$ cat src/rtl/s2p_deser.sv
`default_nettype none
// ============================================================================
// Module   : s2p_deser
// Brief    : Serial-to-parallel deserializer with a one-word output register
//            and a valid/ready handshake. Partial words are flushed when the
//            upstream serializer reports empty.
//            Optional macro S2P_DESER_OVERRUN_FLAG_EN adds a sticky overrun_o.
// Revision : 1.0 - initial release
// ============================================================================
module s2p_deser #(
    parameter int WIDTH     = 4,
    parameter int MSB_FIRST = 0
) (
    input  logic                     clk,
    input  logic                     reset,
    input  logic                     serial_i,
    input  logic                     valid_i,
    input  logic                     empty_i,
    output logic [WIDTH-1:0]         data_o,
    output logic                     out_valid_o,
    input  logic                     out_ready_i,
    output logic [$clog2(WIDTH)-1:0] bit_cnt_o
`ifdef S2P_DESER_OVERRUN_FLAG_EN
    ,
    output logic                     overrun_o
`endif
);

    localparam int            CW     = $clog2(WIDTH);
    localparam logic [CW-1:0] C_LAST = CW'(WIDTH - 1);

    typedef enum logic [0:0] {
        ST_IDLE  = 1'b0,
        ST_SHIFT = 1'b1
    } state_t;

    state_t           r_state;
    state_t           w_state_next;
    logic [CW-1:0]    r_bit_cnt;
    logic [CW-1:0]    w_bit_cnt_next;
    logic [WIDTH-1:0] r_shreg;
    logic [WIDTH-1:0] w_shreg_next;
    logic [WIDTH-1:0] w_word;
    logic [WIDTH-1:0] r_data;
    logic             r_out_valid;
    logic [CW-1:0]    w_idx;
    logic             w_last;
    logic             w_flush;
    logic             w_accept;
    logic             w_load;

    // Bits are written in place by index rather than shifted, so every
    // register bit is live and bit order is a pure index mapping.
    generate
        if (MSB_FIRST != 0) begin : g_msb_first
            assign w_idx = C_LAST - r_bit_cnt;
        end else begin : g_lsb_first
            assign w_idx = r_bit_cnt;
        end
    endgenerate

    // Word as it would look with the current serial bit merged in.
    always_comb begin
        w_word        = r_shreg;
        w_word[w_idx] = serial_i;
    end

    assign w_last   = valid_i && (r_bit_cnt == C_LAST);
    assign w_flush  = !valid_i && empty_i && (r_bit_cnt != '0);
    assign w_accept = r_out_valid && out_ready_i;
    assign w_load   = w_last && (!r_out_valid || out_ready_i);

    always_ff @(posedge clk or negedge reset) begin
        if (!reset) begin
            r_state   <= ST_IDLE;
            r_bit_cnt <= '0;
            r_shreg   <= '0;
        end else begin
            r_state   <= w_state_next;
            r_bit_cnt <= w_bit_cnt_next;
            r_shreg   <= w_shreg_next;
        end
    end

    always_comb begin
        w_state_next   = r_state;
        w_bit_cnt_next = r_bit_cnt;
        w_shreg_next   = r_shreg;
        case (r_state)
            ST_IDLE: begin
                if (valid_i) begin
                    w_state_next   = ST_SHIFT;
                    w_bit_cnt_next = CW'(1);
                    w_shreg_next   = w_word;
                end
            end
            ST_SHIFT: begin
                if (w_last) begin
                    w_state_next   = ST_IDLE;
                    w_bit_cnt_next = '0;
                    w_shreg_next   = '0;
                end else if (valid_i) begin
                    w_bit_cnt_next = r_bit_cnt + CW'(1);
                    w_shreg_next   = w_word;
                end else if (w_flush) begin
                    w_state_next   = ST_IDLE;
                    w_bit_cnt_next = '0;
                    w_shreg_next   = '0;
                end
            end
            default: begin
                w_state_next   = ST_IDLE;
                w_bit_cnt_next = '0;
                w_shreg_next   = '0;
            end
        endcase
    end

    // Output register: a completing word loads if the slot is free or is
    // being consumed on this same edge; otherwise it is dropped.
    always_ff @(posedge clk or negedge reset) begin
        if (!reset) begin
            r_data      <= '0;
            r_out_valid <= 1'b0;
        end else if (w_load) begin
            r_data      <= w_word;
            r_out_valid <= 1'b1;
        end else if (w_accept) begin
            r_out_valid <= 1'b0;
        end
    end

`ifdef S2P_DESER_OVERRUN_FLAG_EN
    logic w_drop;
    logic r_overrun;

    assign w_drop = w_last && r_out_valid && !out_ready_i;

    always_ff @(posedge clk or negedge reset) begin
        if (!reset) begin
            r_overrun <= 1'b0;
        end else if (w_drop) begin
            r_overrun <= 1'b1;
        end
    end

    assign overrun_o = r_overrun;
`endif

    assign data_o      = r_data;
    assign out_valid_o = r_out_valid;
    assign bit_cnt_o   = r_bit_cnt;

endmodule
`default_nettype wire

$ cat config.mk
export PLATFORM = sky130hd
export DESIGN_NAME = s2p_deser
export DESIGN_NICKNAME = d
export VERILOG_FILES = /design/src/rtl/s2p_deser.sv
export SDC_FILE = /design/constraint.sdc
export NUM_CORES = 1
export LEC_CHECK = 0
export BUFFER_PORTS_ARGS = -buffer_cell sky130_fd_sc_hd__clkbuf_2
export CAP_MARGIN = 15
export CORE_AREA = 2 2 39 41
export CTS_CLUSTER_SIZE = 28
export DETAILED_ROUTE_END_ITERATION = 6
export DIE_AREA = 0 0 41 43
export HOLD_SLACK_MARGIN = 0.1
export PLACE_DENSITY = 0.68
export SYNTH_ARGS = -nofsm -noshare
export SYNTH_HDL_FRONTEND = slang
export SYNTH_SLANG_ARGS = --single-unit
$ cat constraint.sdc
create_clock -name clk -period 1.3 [get_ports clk]
set_input_delay 0.195 -clock clk [delete_from_list [all_inputs] [get_ports clk]]
set_output_delay 0.195 -clock clk [all_outputs]
set_load 0.02 [all_outputs]
=== Word-level counts from Yosys, hierarchy flattened ===
Index checks and enable logic that the tools add are counted.

* Bits in registers: 12
* Bits of input ports: 6
* Output and inout bits: 7
* Logic and storage cells: 44

* Add/subtract/negate cells: 1
* Order comparisons: 2
* Equality and inequality tests: 3
* Multiplexer cells: 20
* Bitwise operators: 1
* Reductions and logical operators: 12

{| class="wikitable"
|+ Operators with widths
! operator !! count
|-
| $mux W4 || 4
|-
| $mux W2 || 4
|-
| $pmux W4 S2 || 1
|-
| $mux W1 || 7
|-
| $logic_and A1 B1 Y1 || 6
|-
| $bwmux W4 || 1
|-
| $ne A4 B2 Y1 const B || 1
|-
| $pmux W2 S2 || 1
|-
| $reduce_bool A2 Y1 || 2
|-
| $lt A2 B3 Y1 const B || 1
|-
| $add A2 B1 Y2 const B || 1
|-
| $demux W1 S2 || 1
|-
| $eq A2 B2 Y1 const B || 1
|-
| $ge A2 B1 Y1 const B || 1
|-
| $logic_not A1 Y1 || 2
|-
| $ne A2 B2 Y1 const B || 1
|-
| $pmux W1 S2 || 1
|-
| $reduce_and A2 Y1 || 1
|-
| $logic_or A1 B1 Y1 || 1
|-
| $not A1 Y1 || 1
|}

=== Depth between registers and ports, before layout ===
Gate-level depths: netlist (run 1).

* Depth after elaboration: 8
* Mapped depth: 5
* Depth with buffers taken out: 5

=== Worst setup path after synthesis (run 1) ===
No wires, ideal clock.

* Path kind: flip-flop to flip-flop
* From: register r_bit_cnt[0] (netlist: bit_cnt_o[0])
* To: register r_data[3] (netlist: data_o[3])
* Library setup time: 0.125 ns
* Arrival time: 1.310 ns
* Required time: 1.175 ns
* Setup slack: -0.135 ns
* Stages on the path, launching flop included: 5
* Path buffers: 0
* Clock period less this slack: 1.435 ns
* Path through: dfrtp_1 > ha_1 > nand2_2 > a21oi_4 > mux2_2

* Longest elaborated chain between the ends: 5
* Elaborated cells on any way between the ends: 9
* Classes of those cells: order compare: 2; eq/ne: 1; mux: 3; reduce/logical: 3

{| class="wikitable"
|+ RTL lines
! item !! RTL line !! RTL
|-
| start: declaration || 39 || <nowiki>logic [CW-1:0] r_bit_cnt;</nowiki>
|-
| start signal: assignment || 80 || <nowiki>r_bit_cnt <= w_bit_cnt_next;</nowiki>
|-
| $lt A2 B3 Y1 (not written as such) or $ge A2 B1 Y1 (tied branches) || 65 || <nowiki>w_word[w_idx] = serial_i;</nowiki>
|-
| $logic_and A1 B1 Y1 (not written as such) || 65 ||
|-
| $mux W1 (not written as such) || 65 ||
|-
| $demux W1 S2 || 65 ||
|-
| $bwmux W4 || 65 ||
|-
| end signal: assignment || 126 || <nowiki>r_data <= w_word;</nowiki>
|-
| end: declaration || 44 || <nowiki>logic [WIDTH-1:0] r_data;</nowiki>
|}

Parallel ways exist; a longest one is shown, timed or not.
A chain may end at the register's enable or synchronous reset.

=== Worst setup path in the final report (run 1) ===
Same ends and word-level chain as after synthesis.

==> impl_metrics.json, run 1 <==
{
  "status": "complete, but fails checks",
  "failed_checks": "setup timing",
  "fillers": 116,
  "slowest_stage": "dfrtp_2",
  "core_mm2": 0.00138,
  "p_switching_mw": 0.660,
  "grt_pass1_wl_um": 1880,
  "synth.distinct_cells": 17,
  "area_growth_pct": 27.3,
  "diodes": 0,
  "crit_required_ns": 1.45,
  "ff2ff_setup_slack_ns": -0.02,
  "timing.fmax_mhz": 757,
  "ant_nets": 0,
  "hp-class": "in -> reg",
  "grt_max_degree": 12,
  "crit_path_end": "data_o[3]",
  "maxCapViolations": 0,
  "fin_ws_ns": -0.0215,
  "wl_um": 1070,
  "setup_viol": 4,
  "port_buffers": 12,
  "path_max_fanout": 6,
  "power_frac_comb": 0.465,
  "syn-num-nets": 63,
  "seq_area_frac_synth": 0.485,
  "p_int_mw": 0.970,
  "dieArea_mm2": 0.00176,
  "num_vias": 426,
  "die_y_um": 43,
  "grt-ovfl-total": 0,
  "p_sw_frac": 0.405,
  "grt_usage": 0.161,
  "arrival_ns": 1.48,
  "antenna_found_initial": 0,
  "fin_cells": 86,
  "cts.sinks": 11,
  "slew_headroom": 0.809,
  "cts_max_path_buffers": 2,
  "cp.buffers_inverters": 0,
  "slew_violations": 0,
  "whs_ns": 0.140,
  "timing.final.hold_violations": 0,
  "slowest_delay_ns": 0.44,
  "cts_tree": "built",
  "rsz0062_at_grt": "true",
  "worstSetupStartpointType": "flop",
  "post-route-util": 0.523,
  "skew_ns": 0.00145,
  "grt_pass1_vias": 413,
  "clk_latency_ns": 0.27,
  "h-tree-depth": 1,
  "synth_cells": 53,
  "r2r-start": "bit_cnt_o[0]",
  "num-nets-final": 81,
  "powerDensity_mw_per_mm2": 2250,
  "setup_tns_ns": -0.0683,
  "die_w_um": 41,
  "avgSynthCellArea_um2": 10.7,
  "gp_congestion": 0.751,
  "r2r-end": "data_o[3]",
  "p_leak_nw": 0.374,
  "numCtsBuffers": 3,
  "design_area_um2": 723,
  "endpoint_kind": "flop",
  "rows": 14,
  "clockRootBuffer": "clkbuf_4",
  "worst-setup-path-type": "reg -> reg",
  "ys_ff_latch": 11,
  "reg2regPathDepth": 4,
  "ys_warn_count": 0,
  "cpLargestDelayFamily": "flip-flops",
  "route.detailed.drc": 0,
  "drt_first_pass_iters": 3,
  "hpwl_um": 787,
  "irDropWorstVdd_mv": 1.18,
  "syn-cell-area_um2": 568,
  "drt_iter0_drc": 5,
  "worst_pin_slew_ns": 0.286,
  "period_needed_ns": 1.32,
  "route.detailed.wl_per_inst_um": 12.4,
  "avgViaCountPerCell": 4.95,
  "ioPinCount": 13,
  "cp.depth": 4,
  "clockPowerShare": 0.144,
  "place_inst": 81,
  "crit_path_cell_trace": "ha_4 > nand2_2 > a21oi_4 > mux2_2",
  "finalCritPeriodShare": 1.02,
  "startpoint": "bit_cnt_o[0]",
  "start_util": 0.410,
  "cts.clk_slew.worst_paths_ns": 0.07,
  "p_seq_frac": 0.392,
  "layout-drive-gt1-share": 0.471,
  "post_dp_cell_area_um2": 672
}
==> cell families (layout without fill, tap and decap cells) <==
family                   count (synthesis)  count (layout)  synth area share
AO/OA/AOI/OAI                           14              14             0.187
adder cells (fa/ha/maj)                  4               4            0.0881
buffers and inverters                    5              22            0.0352
flip-flops                              11              11             0.485
multiplexers                             4               4            0.0793
AND/OR/NAND/NOR                         15              15             0.126
==> stage by stage <==
step,setup slack [ns],total power [mW]
3_5_place_dp,-0.00867,1.36
4_1_cts,-0.00755,1.61
2_1_floorplan,0.00815,1.14
5_1_grt,-0.0808,1.78
3_3_place_gp,-0.0283,1.35
6_report,-0.0215,1.63
==> synthesized netlist by cell type, drive strengths merged <==
cell      n  area share
a21oi     5       0.064
ha        4       0.088
inv       4       0.026
o21ai     1      0.0088
nand2b    4       0.044
o22ai     1       0.011
o2bb2ai   1       0.015
mux2      4       0.079
nor2      2       0.013
buf       1      0.0088
a21o      4       0.053
nand2     8       0.057
nor2b     1       0.011
a21bo     2       0.035
dfrtp    11        0.48
==> worst reg2reg max path, delay by kind of cell, from the launching register on <==
kind            cells  cell delay, ns
mux                 1            0.36
compound gates      1            0.18
flops               1            0.44
simple gates        1            0.06
fa+ha+maj           1            0.16
==> flip-flops by register name (all words and copies together) (netlist names) <==
name and cells:
data_o 4, r_state 1, bit_cnt_o 2, r_shreg 3
out_valid_o 1
==> layer usage <==
metal	vias to the layer above	global-route usage	routed length [um]
met5	-	0	0
met4	0	0.100	20
met1	204	0.231	499
li1	212	-	-
met2	6	0.213	510
met3	4	0.0314	35
==> layout make-up <==
type | count | area (um2) | share of cell area
Multi-Input combinational cell | 37 | 307 | 0.424
Tap cell | 16 | 20.0 | 0.0277
Timing Repair Buffer | 14 | 77.6 | 0.107
Clock buffer | 4 | 26.3 | 0.0363
Inverter | 4 | 15.0 | 0.0208
Sequential cell | 11 | 278 | 0.384
==> cell usage in the layout, fill, tap and decap left out <==
| cell | count |
|---|---|
| inv_2 | 2 |
| ha_4 | 2 |
| dfrtp_2 | 2 |
| nor2b_2 | 1 |
| dlygate4sd3_1 | 1 |
| clkbuf_1 | 1 |
| nor2_1 | 2 |
| nand2_2 | 1 |
| ha_1 | 1 |
| nand2b_1 | 4 |
| buf_4 | 1 |
| clkbuf_2 | 12 |
| clkbuf_4 | 3 |
| a21oi_1 | 3 |
| inv_1 | 2 |
| mux2_2 | 4 |
| a21bo_2 | 2 |
| o2bb2ai_1 | 1 |
| o22ai_1 | 1 |
| a21o_1 | 4 |
| o21ai_0 | 1 |
| dfrtp_1 | 9 |
| a21oi_4 | 1 |
| a21oi_2 | 1 |
| ha_2 | 1 |
| nand2_1 | 7 |
==> power by group through the flow <==
stage | clock (mW) | combinational, mW | sequential (mW)
after CTS | 0.246 | 0.733 | 0.635
after global routing | 0.260 | 0.852 | 0.666
after global placement | 0 | 0.715 | 0.633
after detailed placement | 0 | 0.721 | 0.639
final | 0.234 | 0.757 | 0.638
after floorplan | 0 | 0.399 | 0.737
==> worst min path at each step <==
stage	from	slack [ns]	cells past startpoint	endpoint
2_1_floorplan	reset	-0.10	0	bit_cnt_o[0]
3_3_place_gp	reset	0.09	1	r_state
3_5_place_dp	reset	0.09	1	r_shreg[1]
4_1_cts	out_ready_i	0.13	2	out_valid_o
5_1_grt	out_ready_i	0.14	2	out_valid_o
6_report	out_ready_i	0.14	2	out_valid_o
==> what timing repair did <==
item,4_1_cts,5_1_grt
hold buffers,1,0
buffers inserted,0,0
setup endpoints to repair,5,9
resized for setup,2,3
gates cloned,0,0
endpoints found under the hold margin,11,0
(Power assumes the default switching activity.)
==> inputs of run 2 (changes only) <==
--- a/config.mk
+++ b/config.mk
@@ -13,6 +13,7 @@
 export DIE_AREA = 0 0 41 43
 export HOLD_SLACK_MARGIN = 0.1
 export PLACE_DENSITY = 0.68
+export RECOVER_POWER = 25
 export SYNTH_ARGS = -nofsm -noshare
 export SYNTH_HDL_FRONTEND = slang
 export SYNTH_SLANG_ARGS = --single-unit
==> run 2 against run 1 <==
Effect of this change: the run still ends with setup timing left; clock skew hardly changed; first-iteration DRC count stayed put; flip-flop and latch count stayed put; non-clock buffer count stayed put; design area is 0.17% lower; hold slack hardly changed; clock-buffer cell count stayed put; clock power hardly changed; global-route usage stayed put; via count is 0.23% lower; critical path depth stayed put.
==> impl_metrics.json, run 2 (same netlist as run 1, synthesis figures left out) <==
{
  "status": "complete, but fails checks",
  "failed_checks": "setup timing",
  "cts.sinks": 11,
  "core_mm2": 0.00138,
  "rsz0062_at_grt": "true",
  "route.detailed.drc": 0,
  "hold_end": "out_valid_o",
  "grt_pass1_vias": 413,
  "numCtsBuffers": 3,
  "gp_congestion": 0.751,
  "start_util": 0.410,
  "timing.final.hold_violations": 0,
  "p_sw_frac": 0.406,
  "layout-drive-gt1-share": 0.457,
  "r2r-end": "data_o[3]",
  "finalCritPeriodShare": 1.02,
  "maxCapViolations": 0,
  "drt_iter0_drc": 5,
  "die_w_um": 41,
  "port_buffers": 12,
  "diodes": 0,
  "ioPinCount": 13,
  "die_y_um": 43,
  "worst-setup-path-type": "reg -> reg",
  "worstSetupStartpointType": "flop",
  "r2r-start": "bit_cnt_o[0]",
  "avgViaCountPerCell": 4.94,
  "p_leak_nw": 0.371,
  "timing.fmax_mhz": 754,
  "clk_latency_ns": 0.27,
  "num_vias": 425,
  "post-place-ws_ns": -0.00867,
  "arrival_ns": 1.48,
  "num-nets-final": 81,
  "crit_required_ns": 1.45,
  "cts_max_path_buffers": 2,
  "final_cell_mix": "clkbuf_2 (11), dfrtp_1 (9), nand2_1 (7)",
  "rows": 14,
  "hpwl_um": 787,
  "holdPathStages": 2,
  "h-tree-depth": 1,
  "cts.clk_slew.worst_paths_ns": 0.07,
  "skew_ns": 0.00179,
  "grt-ovfl-total": 0,
  "reg2regPathDepth": 4,
  "power_mw": 1.63,
  "slew_violations": 0,
  "wl_um": 1070,
  "power_frac_comb": 0.464,
  "drt_first_pass_iters": 3,
  "route.detailed.wl_per_inst_um": 12.5,
  "ff2ff_setup_slack_ns": -0.03,
  "slew_headroom": 0.597,
  "period_needed_ns": 1.33,
  "area_growth_pct": 27.1,
  "grt_pass1_wl_um": 1880,
  "dieArea_mm2": 0.00176,
  "fin_ws_ns": -0.0260,
  "path_max_fanout": 6,
  "grt_max_degree": 12,
  "irDropWorstVdd_mv": 1.18,
  "cts_tree": "built",
  "worst_pin_slew_ns": 0.604,
  "powerDensity_mw_per_mm2": 2260,
  "hp-start": "out_ready_i",
  "p_int_mw": 0.969,
  "ant_nets": 0,
  "antenna_found_initial": 0,
  "largest_register_ffs": 4,
  "p_seq_frac": 0.392,
  "grt_usage": 0.161,
  "whs_ns": 0.139,
  "setup_viol": 4,
  "final_common_cell": "clkbuf_2",
  "clockRootBuffer": "clkbuf_4",
  "p_switching_mw": 0.661,
  "hp-class": "in -> reg",
  "endpoint_kind": "flop",
  "clockPowerShare": 0.144
}
==> run 2: metal layers <==
metal / track usage / up-vias / routed length, um
met5: 0 / - / 0
li1: - / 211 / -
met1: 0.231 / 204 / 493
met4: 0.100 / 0 / 20
met3: 0.0314 / 4 / 35
met2: 0.213 / 6 / 523
==> run 2: worst max-delay path by stage <==
| stage | endpoint | slack (ns) | from | cells after the start |
|---|---|---|---|---|
| 6_report | data_o[3] | -0.03 | bit_cnt_o[0] | 4 |
| 3_5_place_dp | data_o[0] | -0.009 | bit_cnt_o[0] | 5 |
| 5_1_grt | data_o[0] | -0.08 | bit_cnt_o[0] | 4 |
| 4_1_cts | data_o[3] | -0.008 | bit_cnt_o[0] | 4 |
| 2_1_floorplan | data_o[3] | 0.008 | bit_cnt_o[0] | 4 |
| 3_3_place_gp | data_o[0] | -0.03 | bit_cnt_o[0] | 5 |
==> run 2: metrics by stage <==
step,std cells,area [um2],TNS [ns],utilization
2_1_floorplan,53,589,0,-
3_3_place_gp,81,672,-0.0751,0.486
3_5_place_dp,81,672,-0.0167,0.486
4_1_cts,86,711,-0.0199,0.514
5_1_grt,86,722,-0.384,0.522
6_report,86,722,-0.0848,0.522
==> run 2: power groups by stage <==
stage	Clock [mW]	Sequential, mW	Combinational [mW]
6_report	0.234	0.640	0.756
5_1_grt	0.260	0.666	0.852
4_1_cts	0.246	0.635	0.733
3_5_place_dp	0	0.639	0.721
3_3_place_gp	0	0.633	0.715
2_1_floorplan	0	0.737	0.399
==> run 2: worst max-delay path, cell delays in order, from the launching register on <==
cell     delay [ns]
dfrtp_2        0.45
ha_4           0.16
nand2_2        0.06
a21oi_4        0.18
mux2_2         0.36
==> run 2: area by class of cell <==
cell class | instances | area, um2
Fill cell | 117 | 662
Tap cell | 16 | 20.0
Inverter | 4 | 15.0
Sequential cell | 11 | 278
Multi-Input combinational cell | 37 | 307
Clock buffer | 4 | 26.3
Timing Repair Buffer | 14 | 76.3
==> run 2: what timing repair did <==
action                     4_1_cts  5_1_grt
setup endpoints to repair        5        9
gates resized for setup          2        3
setup buffers                    0        0
pin swaps                        0        0
hold buffers                     1        0
hold endpoints to repair        11        0
